## src/rtl/mmio_fifo_pkg.sv

```systemverilog
// Shared constants, types and helpers for the MMIO command/data queue.
package mmio_fifo_pkg;

  localparam int unsigned FIFO_DATA_W = 64;
  localparam int unsigned FIFO_DEPTH  = 8;

  typedef logic [FIFO_DATA_W-1:0] t_fifo_word;

  localparam logic [15:0] FIFO_DATA   = 16'h0020;
  localparam logic [15:0] FIFO_STATUS = 16'h0022;

  typedef enum logic [1:0] {
    OP_NONE,
    OP_PUSH,
    OP_POP,
    OP_BOTH
  } t_fifo_op;

  // Status word for the FIFO_STATUS CSR: {44'b0, underflow, overflow, empty, full, count[15:0]}
  function automatic t_fifo_word pack_status(input logic [15:0] count,
                                             input logic        full,
                                             input logic        empty,
                                             input logic        overflow,
                                             input logic        underflow);
    return {44'b0, underflow, overflow, empty, full, count};
  endfunction

endpackage

```

## src/rtl/mmio_fifo_ram.sv

```systemverilog
// FIFO storage: one write port, one registered read port, no reset.
module mmio_fifo_ram #(
  parameter int unsigned DATA_W = 64,
  parameter int unsigned DEPTH  = 8,
  localparam int unsigned AW    = $clog2(DEPTH)
) (
  input  logic              clk,
  input  logic              we,
  input  logic [AW-1:0]     waddr,
  input  logic [DATA_W-1:0] wdata,
  input  logic              re,
  input  logic [AW-1:0]     raddr,
  output logic [DATA_W-1:0] rdata
);

  logic [DATA_W-1:0] mem [DEPTH];

  // Read returns the pre-write value when both ports hit the same slot.
  always_ff @(posedge clk) begin
    if (we) mem[waddr] <= wdata;
    if (re) rdata <= mem[raddr];
  end

endmodule

```

## src/rtl/mmio_pop_fifo.sv

```systemverilog
// Host-visible queue: MMIO writes push, MMIO reads pop; status exported for CSR reads.
module mmio_pop_fifo
  import mmio_fifo_pkg::*;
#(
  parameter int unsigned DATA_W = FIFO_DATA_W,
  parameter int unsigned DEPTH  = FIFO_DEPTH,
  localparam int unsigned AW    = $clog2(DEPTH),
  localparam int unsigned CW    = $clog2(DEPTH) + 1
) (
  input  logic              clk,
  input  logic              rst,
  input  logic              wr_en,
  input  logic [DATA_W-1:0] wr_data,
  input  logic              rd_en,
  output logic [DATA_W-1:0] rd_data,
  output logic              rd_valid,
  output logic              full,
  output logic              empty,
  output logic [CW-1:0]     count,
  output logic              overflow,
  output logic              underflow,
  input  logic              clr_err
);

  logic [AW-1:0]     wr_ptr;
  logic [AW-1:0]     rd_ptr;
  logic              push_ok;
  logic              pop_ok;
  logic              ovf_evt;
  logic              unf_evt;
  logic              rd_seen;
  logic [DATA_W-1:0] ram_q;
  t_fifo_op          op;

  assign full  = (count == CW'(DEPTH));
  assign empty = (count == '0);

  always_comb begin
    push_ok = wr_en && (!full || rd_en);
    pop_ok  = rd_en && !empty;
    ovf_evt = wr_en && full && !rd_en;
    unf_evt = rd_en && empty;
    op      = OP_NONE;
    case ({push_ok, pop_ok})
      2'b10:   op = OP_PUSH;
      2'b01:   op = OP_POP;
      2'b11:   op = OP_BOTH;
      default: op = OP_NONE;
    endcase
  end

  always_ff @(posedge clk or negedge rst) begin
    if (!rst) begin
      wr_ptr    <= '0;
      rd_ptr    <= '0;
      count     <= '0;
      rd_valid  <= 1'b0;
      rd_seen   <= 1'b0;
      overflow  <= 1'b0;
      underflow <= 1'b0;
    end else begin
      if (push_ok) wr_ptr <= wr_ptr + AW'(1);
      if (pop_ok)  rd_ptr <= rd_ptr + AW'(1);
      case (op)
        OP_PUSH: count <= count + CW'(1);
        OP_POP:  count <= count - CW'(1);
        default: count <= count;
      endcase
      rd_valid  <= pop_ok;
      rd_seen   <= rd_seen | pop_ok;
      overflow  <= ovf_evt | (overflow  & ~clr_err);
      underflow <= unf_evt | (underflow & ~clr_err);
    end
  end

  mmio_fifo_ram #(
    .DATA_W (DATA_W),
    .DEPTH  (DEPTH)
  ) u_ram (
    .clk   (clk),
    .we    (push_ok),
    .waddr (wr_ptr),
    .wdata (wr_data),
    .re    (pop_ok),
    .raddr (rd_ptr),
    .rdata (ram_q)
  );

  // RAM read register has no reset; present zero until the first pop lands.
  assign rd_data = rd_seen ? ram_q : '0;

endmodule
```

## config.mk

```make
export PLATFORM = sky130hd
export DESIGN_NAME = mmio_pop_fifo
export DESIGN_NICKNAME = d
export VERILOG_FILES = /design/src/rtl/mmio_fifo_pkg.sv /design/src/rtl/mmio_fifo_ram.sv /design/src/rtl/mmio_pop_fifo.sv
export SDC_FILE = /design/constraint.sdc
export NUM_CORES = 1
export LEC_CHECK = 0
export ABC_CLOCK_PERIOD_IN_PS = 9700
export BUFFER_PORTS_ARGS = -buffer_cell sky130_fd_sc_hd__buf_4
export CAP_MARGIN = 20
export CORE_ASPECT_RATIO = 1.4
export CORE_MARGIN = 1.5
export CORE_UTILIZATION = 50
export DETAILED_ROUTE_END_ITERATION = 8
export GPL_TIMING_DRIVEN = 0
export HOLD_SLACK_MARGIN = 0.12
export PLACE_DENSITY = 0.68
export SLEW_MARGIN = 30
export SYNTH_ARGS = -nofsm -noshare
export SYNTH_HDL_FRONTEND = slang
export SYNTH_SLANG_ARGS = --single-unit
export TNS_END_PERCENT = 100
```

## constraint.sdc

```tcl
create_clock -name clk -period 9.7 [get_ports clk]
set_input_delay 0 -clock clk [delete_from_list [all_inputs] [get_ports clk]]
set_output_delay 0 -clock clk [all_outputs]
set_load 0.01 [all_outputs]
```

After elaboration in Yosys (flattened, before gate mapping). Memories as Yosys holds them, arrays and structs flattened. A register that Yosys moved wholly into a read port is not among the register bits. Index checks and enable logic that the tools add are counted.

Bits in registers: 14. Memory bits (writable): 512. Input port bits: 69. Output and inout bits: 73. Word-level logic and storage cells: 40. Memories kept: 1.

Add/subtract/negate cells: 4. Equality and inequality tests: 6. Multiplexer cells: 5. Bitwise operators: 6. Reduce and logical (&&, ||, !) cells: 11.

Memories: u_ram.mem (words 8, width 64, read ports 1, clocked after Yosys merged registers in 1, wr ports 1, line mmio_fifo_ram.sv:16) `logic [DATA_W-1:0] mem [DEPTH];`.

Operator list (count): 2-to-1 mux 64 bit (1); one-hot mux 4 bit (2 select lines) (1); adder 3 x 1 -> 3 bit (second input constant) (2); equality test 2 bit (second input constant) (3); one-hot mux 2 bit (3 select lines) (1); logical AND 1 bit (5); adder 4 x 1 -> 4 bit (second input constant) (1); equality test 2 x 1 -> 1 bit (second input constant) (2); equality test 4 bit (second input constant) (1); logical NOT 4 bit (1); subtractor 4 x 1 -> 4 bit (second input constant) (1); logical NOT 1 bit (3); OR 1 bit (3); bitwise AND 1 bit (2); 2-to-1 mux 1 bit (2); nonzero test 2 bit (1); logical OR 1 bit (1); inverter 1 bit (1).

Logic depth before layout (Yosys ltp).
Depth after elaboration: 8. Depth in mapped cells: 10. Depth with buffers taken out: 10.

Cells and area by module. From an unflattened synthesis, not the netlist that was laid out.

Cell total of the unflattened synthesis: 943. Area total of the unflattened synthesis: 22297.6 um2.

By module, submodules not included: mmio_fifo_ram (instances 1, cells an instance 816, area each 21187.8 um2, sequential area each 17296.6 um2); mmio_pop_fifo (instances 1, cells an instance 127, area each 1109.8 um2, sequential area each 350.3 um2).

Worst setup path after synthesis. Ideal clock, no wire load.

Path type: reg-to-reg. Start: reg count[0]. End: mem u_ram.mem[0][0], enable pin. Setup time: 0.644 ns. Arrival: 7.115 ns. Data required time: 9.056 ns. Path slack: 1.941 ns. Cell stages (with the launch flop): 5. Path buffers: 0. Clock period less this slack: 7.759 ns. Cell sequence: dfrtp_1 > or4b_4 > o21a_1 > clkinv_1 > nor4_1.

Cells in the longest elaborated chain, start to end: 6.

RTL lines: start, declared (line mmio_pop_fifo.sv:19) `output logic [CW-1:0] count,`; start signal, assigned (line mmio_pop_fifo.sv:65) `OP_PUSH: count <= count + CW'(1);`; start signal, assigned (line mmio_pop_fifo.sv:66) `OP_POP: count <= count - CW'(1);`; start signal, assigned (line mmio_pop_fifo.sv:67) `default: count <= count;`; equality test 4 bit (line mmio_pop_fifo.sv:35) `assign full = (count == CW'(DEPTH));`; logical NOT 1 bit (line mmio_pop_fifo.sv:39) `push_ok = wr_en && (!full || rd_en);`; logical OR 1 bit (line mmio_pop_fifo.sv:39); logical AND 1 bit (line mmio_pop_fifo.sv:39); 2-to-1 mux 1 bit (line mmio_fifo_ram.sv:20) `if (we) mem[waddr] <= wdata;`; 2-to-1 mux 1 bit (implied by the code) (line mmio_fifo_ram.sv:20); end, declared (line mmio_fifo_ram.sv:16).

No other way between the ends.

Worst setup path in the final report.
Start: reg count[0]. End: mem u_ram.mem[0][21], enable pin.

Same word-level chain as after synthesis.

==> metrics.md <==
| Metric | Value |
|---|---|
| Vias in the first global route | 11.0k |
| Critical Path AT | 3.51 ns |
| Finish-stage setup viols | 0 |
| Horiz. Die Dim | 181 microns |
| Clock Skew | 0.0180 ns |
| Distinct cells, synth | 30 |
| Core area | 44100 sq um |
| Routed vias/inst | 5.57 |
| Global placement routability congestion | 0.693 |
| TNS Setup | 0 ns |
| Synth Area in Simple Gates | 2.51% |
| Total wire length | 44.7 mm |
| Multiplexer share of the synthesized area | 16.3% |
| Pin count of the biggest net entering global routing | 45 |
| Hold WC Path Type | input pin to flip-flop |
| Layout Area Growth over Synthesis | 22.0% |
| Hpwl dp | 29.1 mm |
| Max IR drop VDD | 0.000140 V |
| Final min period | 3.24 ns |
| CTS tree | yes |
| Layout Utilization | 61.7% |
| Adder-Cell Fraction of Synth Area | 0.281% |
| Post-synthesis cell area | 22300 sq um |
| Share of cells above drive strength 1 | 38.3% |
| Clk sink count | 590 |
| CP required | 9.97 ns |
| Io pins | 142 |
| Tot Pwr | 7.79 mW |
| Post-synth ARST share | 2.37% |
| Global-route wire length before repair | 67.4 mm |
| CTS Buffer Depth | 3 |
| Initial core utilization | 50.6% |
| Die Span Y | 253 microns |
| Initial antenna violation count | 1 |
| Net Count, Synth | 1016 |
| Hold Fails Final Rpt | 0 |
| MaxCap Viol Count | 0 |
| Fin crit share | 33.4% |
| Detailed router's first-iteration violation count | 678 |
| Status | completed |
| Post-synth EDFFs | 576 |
| Crit Path Category | flip-flop to flip-flop |
| CTS buffer count | 52 |
| Worst Setup End Kind | flip-flop |
| Total grt overflow | 0 |
| Pwr/cell area | 287 nW/um^2 |
| Pleak | 9.17 nW |
| Fillers | 2990 |
| Vias | 10.5k |
| Mapped Cells | 942 |
| Clock transition at path regs | 0.06 ns |
| Worst Tran Pin Value | 0.802 ns |
| YS warnings | 0 |
| RSZ-0062 raised after global routing | false |
| PortBufs | 141 |
| Maximum clock frequency | 309 MHz |
| FF+latch count, synth | 590 |
| Tot GR Track Use | 19.9% |
| Hold Buf Count CTS | 70 |
| H-tree depth | 2 |
| Post-synthesis sequential area ratio | 79.2% |
| Commonest non-fill, non-tap cell in the layout | edfxtp_1 |
| WHS | 0.195 ns |
| Synth Area in Compound Gates | 0.174% |
| Post-DRT Antenna Nets | 0 |
| NumNets Final | 1354 |
| Root Buffer | clkbuf_16 |
| Post-CTS Setup Inserts | 0 |
| Die ar. | 45900 sq um |
| Worst Setup Start Kind | flip-flop |
| Max-Slew Margin vs Limit | 46.5% |
| DR DRC count | 0 |
| First-pass DRT Iterations | 5 |
| Rows | 91 |
| Post-Synth XOR/XNOR Area | 0.354% |
| Reg-to-reg slack, setup | 6.46 ns |
| Worst-path fanout max | 8 |
| Highest-count cells in the layout ignoring fill and taps | edfxtp_1 (576), buf_4 (186), mux4_2 (128), dlygate4sd3_1 (70), mux2_2 (66) |
| Synth Flop Type | edfxtp_1 |
| Main combinational cell family by area after synthesis | multiplexers |
| CTS-repair resized insts | 0 |
| Final count of pins violating max slew | 0 |
| Synthesized area per cell | 23.7 sq um |
| Clk_lat worst skew | 0.58 ns |
| WL per Instance | 23.8 microns |
path summary, 6_finish.rpt:
path | startpoint | to | depth (start not counted)
min reg2reg | count[3] | count[3] | 1
max reg2reg | count[0] | u_ram.mem[0][21] | 9
max in group asynchronous | rst | count[1] | 3
min | wr_data[56] | u_ram.mem[6][56] | 2
max | count[0] | u_ram.mem[0][21] | 9
min in group asynchronous | rst | rd_ptr[0] | 3
kinds of logic after synthesis:
family,Yosys count
AOI/OAI and AO/OA,5
xor gates and xnor gates,9
adders and majority gates,5
buffers and inverters,46
DFF,590
muxes,194
and+or+nand+nor,93
worst max-delay path, stage by stage (launching register included):
cell and delay, ns:
dfrtp_1 0.49, or4b_4 0.20, o21a_1 0.18, clkinv_1 0.29, nor4_2 0.65, buf_2 0.32
buf_2 0.21, buf_2 0.17, buf_2 0.20, buf_2 0.22
routing by layer:
metal | vias to the layer above | routed length [microns] | GRT usage (%)
met5 | - | 0 | 0
met4 | 0 | 865 | 5.40
met3 | 60 | 1530 | 2.46
met2 | 238 | 23800 | 35.5
met1 | 5569 | 18500 | 26.0
li1 | 4585 | - | -
area by class of cell:
class	instances	area, sq um	share of cell area (%)
Antenna cell	1	2.50	0.00921
Buffer	42	251	0.925
Clock buffer	66	1420	5.21
Clock inverter	25	176	0.649
Inverter	4	20.0	0.0737
Multi-Input combinational cell	306	4410	16.2
Sequential cell	590	17600	64.9
Tap cell	558	698	2.57
Timing Repair Buffer	284	2550	9.38
cell usage after synthesis, types with 5 or more instances:
library cell / n / area (sq um)
nor3_1: 5 / 25.0
buf_1: 8 / 30.0
dfrtp_1: 14 / 350
edfxtp_1: 576 / 17300
nor2_1: 5 / 18.8
nand2_1: 7 / 26.3
buf_6: 11 / 124
clkbuf_1: 18 / 67.6
mux4_2: 128 / 2880
and2_1: 64 / 400
mux2_2: 66 / 743
ha_1: 5 / 62.6
xnor2_1: 6 / 52.6
power breakdown:
part           total, mW  internal (mW)  switching, mW  leakage (nW)
Combinational       2.34           1.23           1.11          2.95
Sequential          3.51           3.37          0.136          5.44
Clock               1.95           1.08          0.867         0.787
per-stage QoR:
stage | area, sq um | setup slack (ns) | instances
2_1_floorplan | 22300 | 1.94 | 942
3_3_place_gp | 24000 | -4.62 | 1641
3_5_place_dp | 24900 | 6.36 | 1714
4_1_cts | 27200 | 6.37 | 1875
5_1_grt | 27200 | 6.23 | 1876
6_report | 27200 | 6.46 | 1876
state kept, by name, summed over array words and instances (netlist names):
signal	count
u_ram.mem	512
u_ram.rdata	64
count	4
rd_ptr	3
wr_ptr	3
overflow	1
rd_seen	1
rd_valid	1
underflow	1
(Power assumes the default switching activity.)
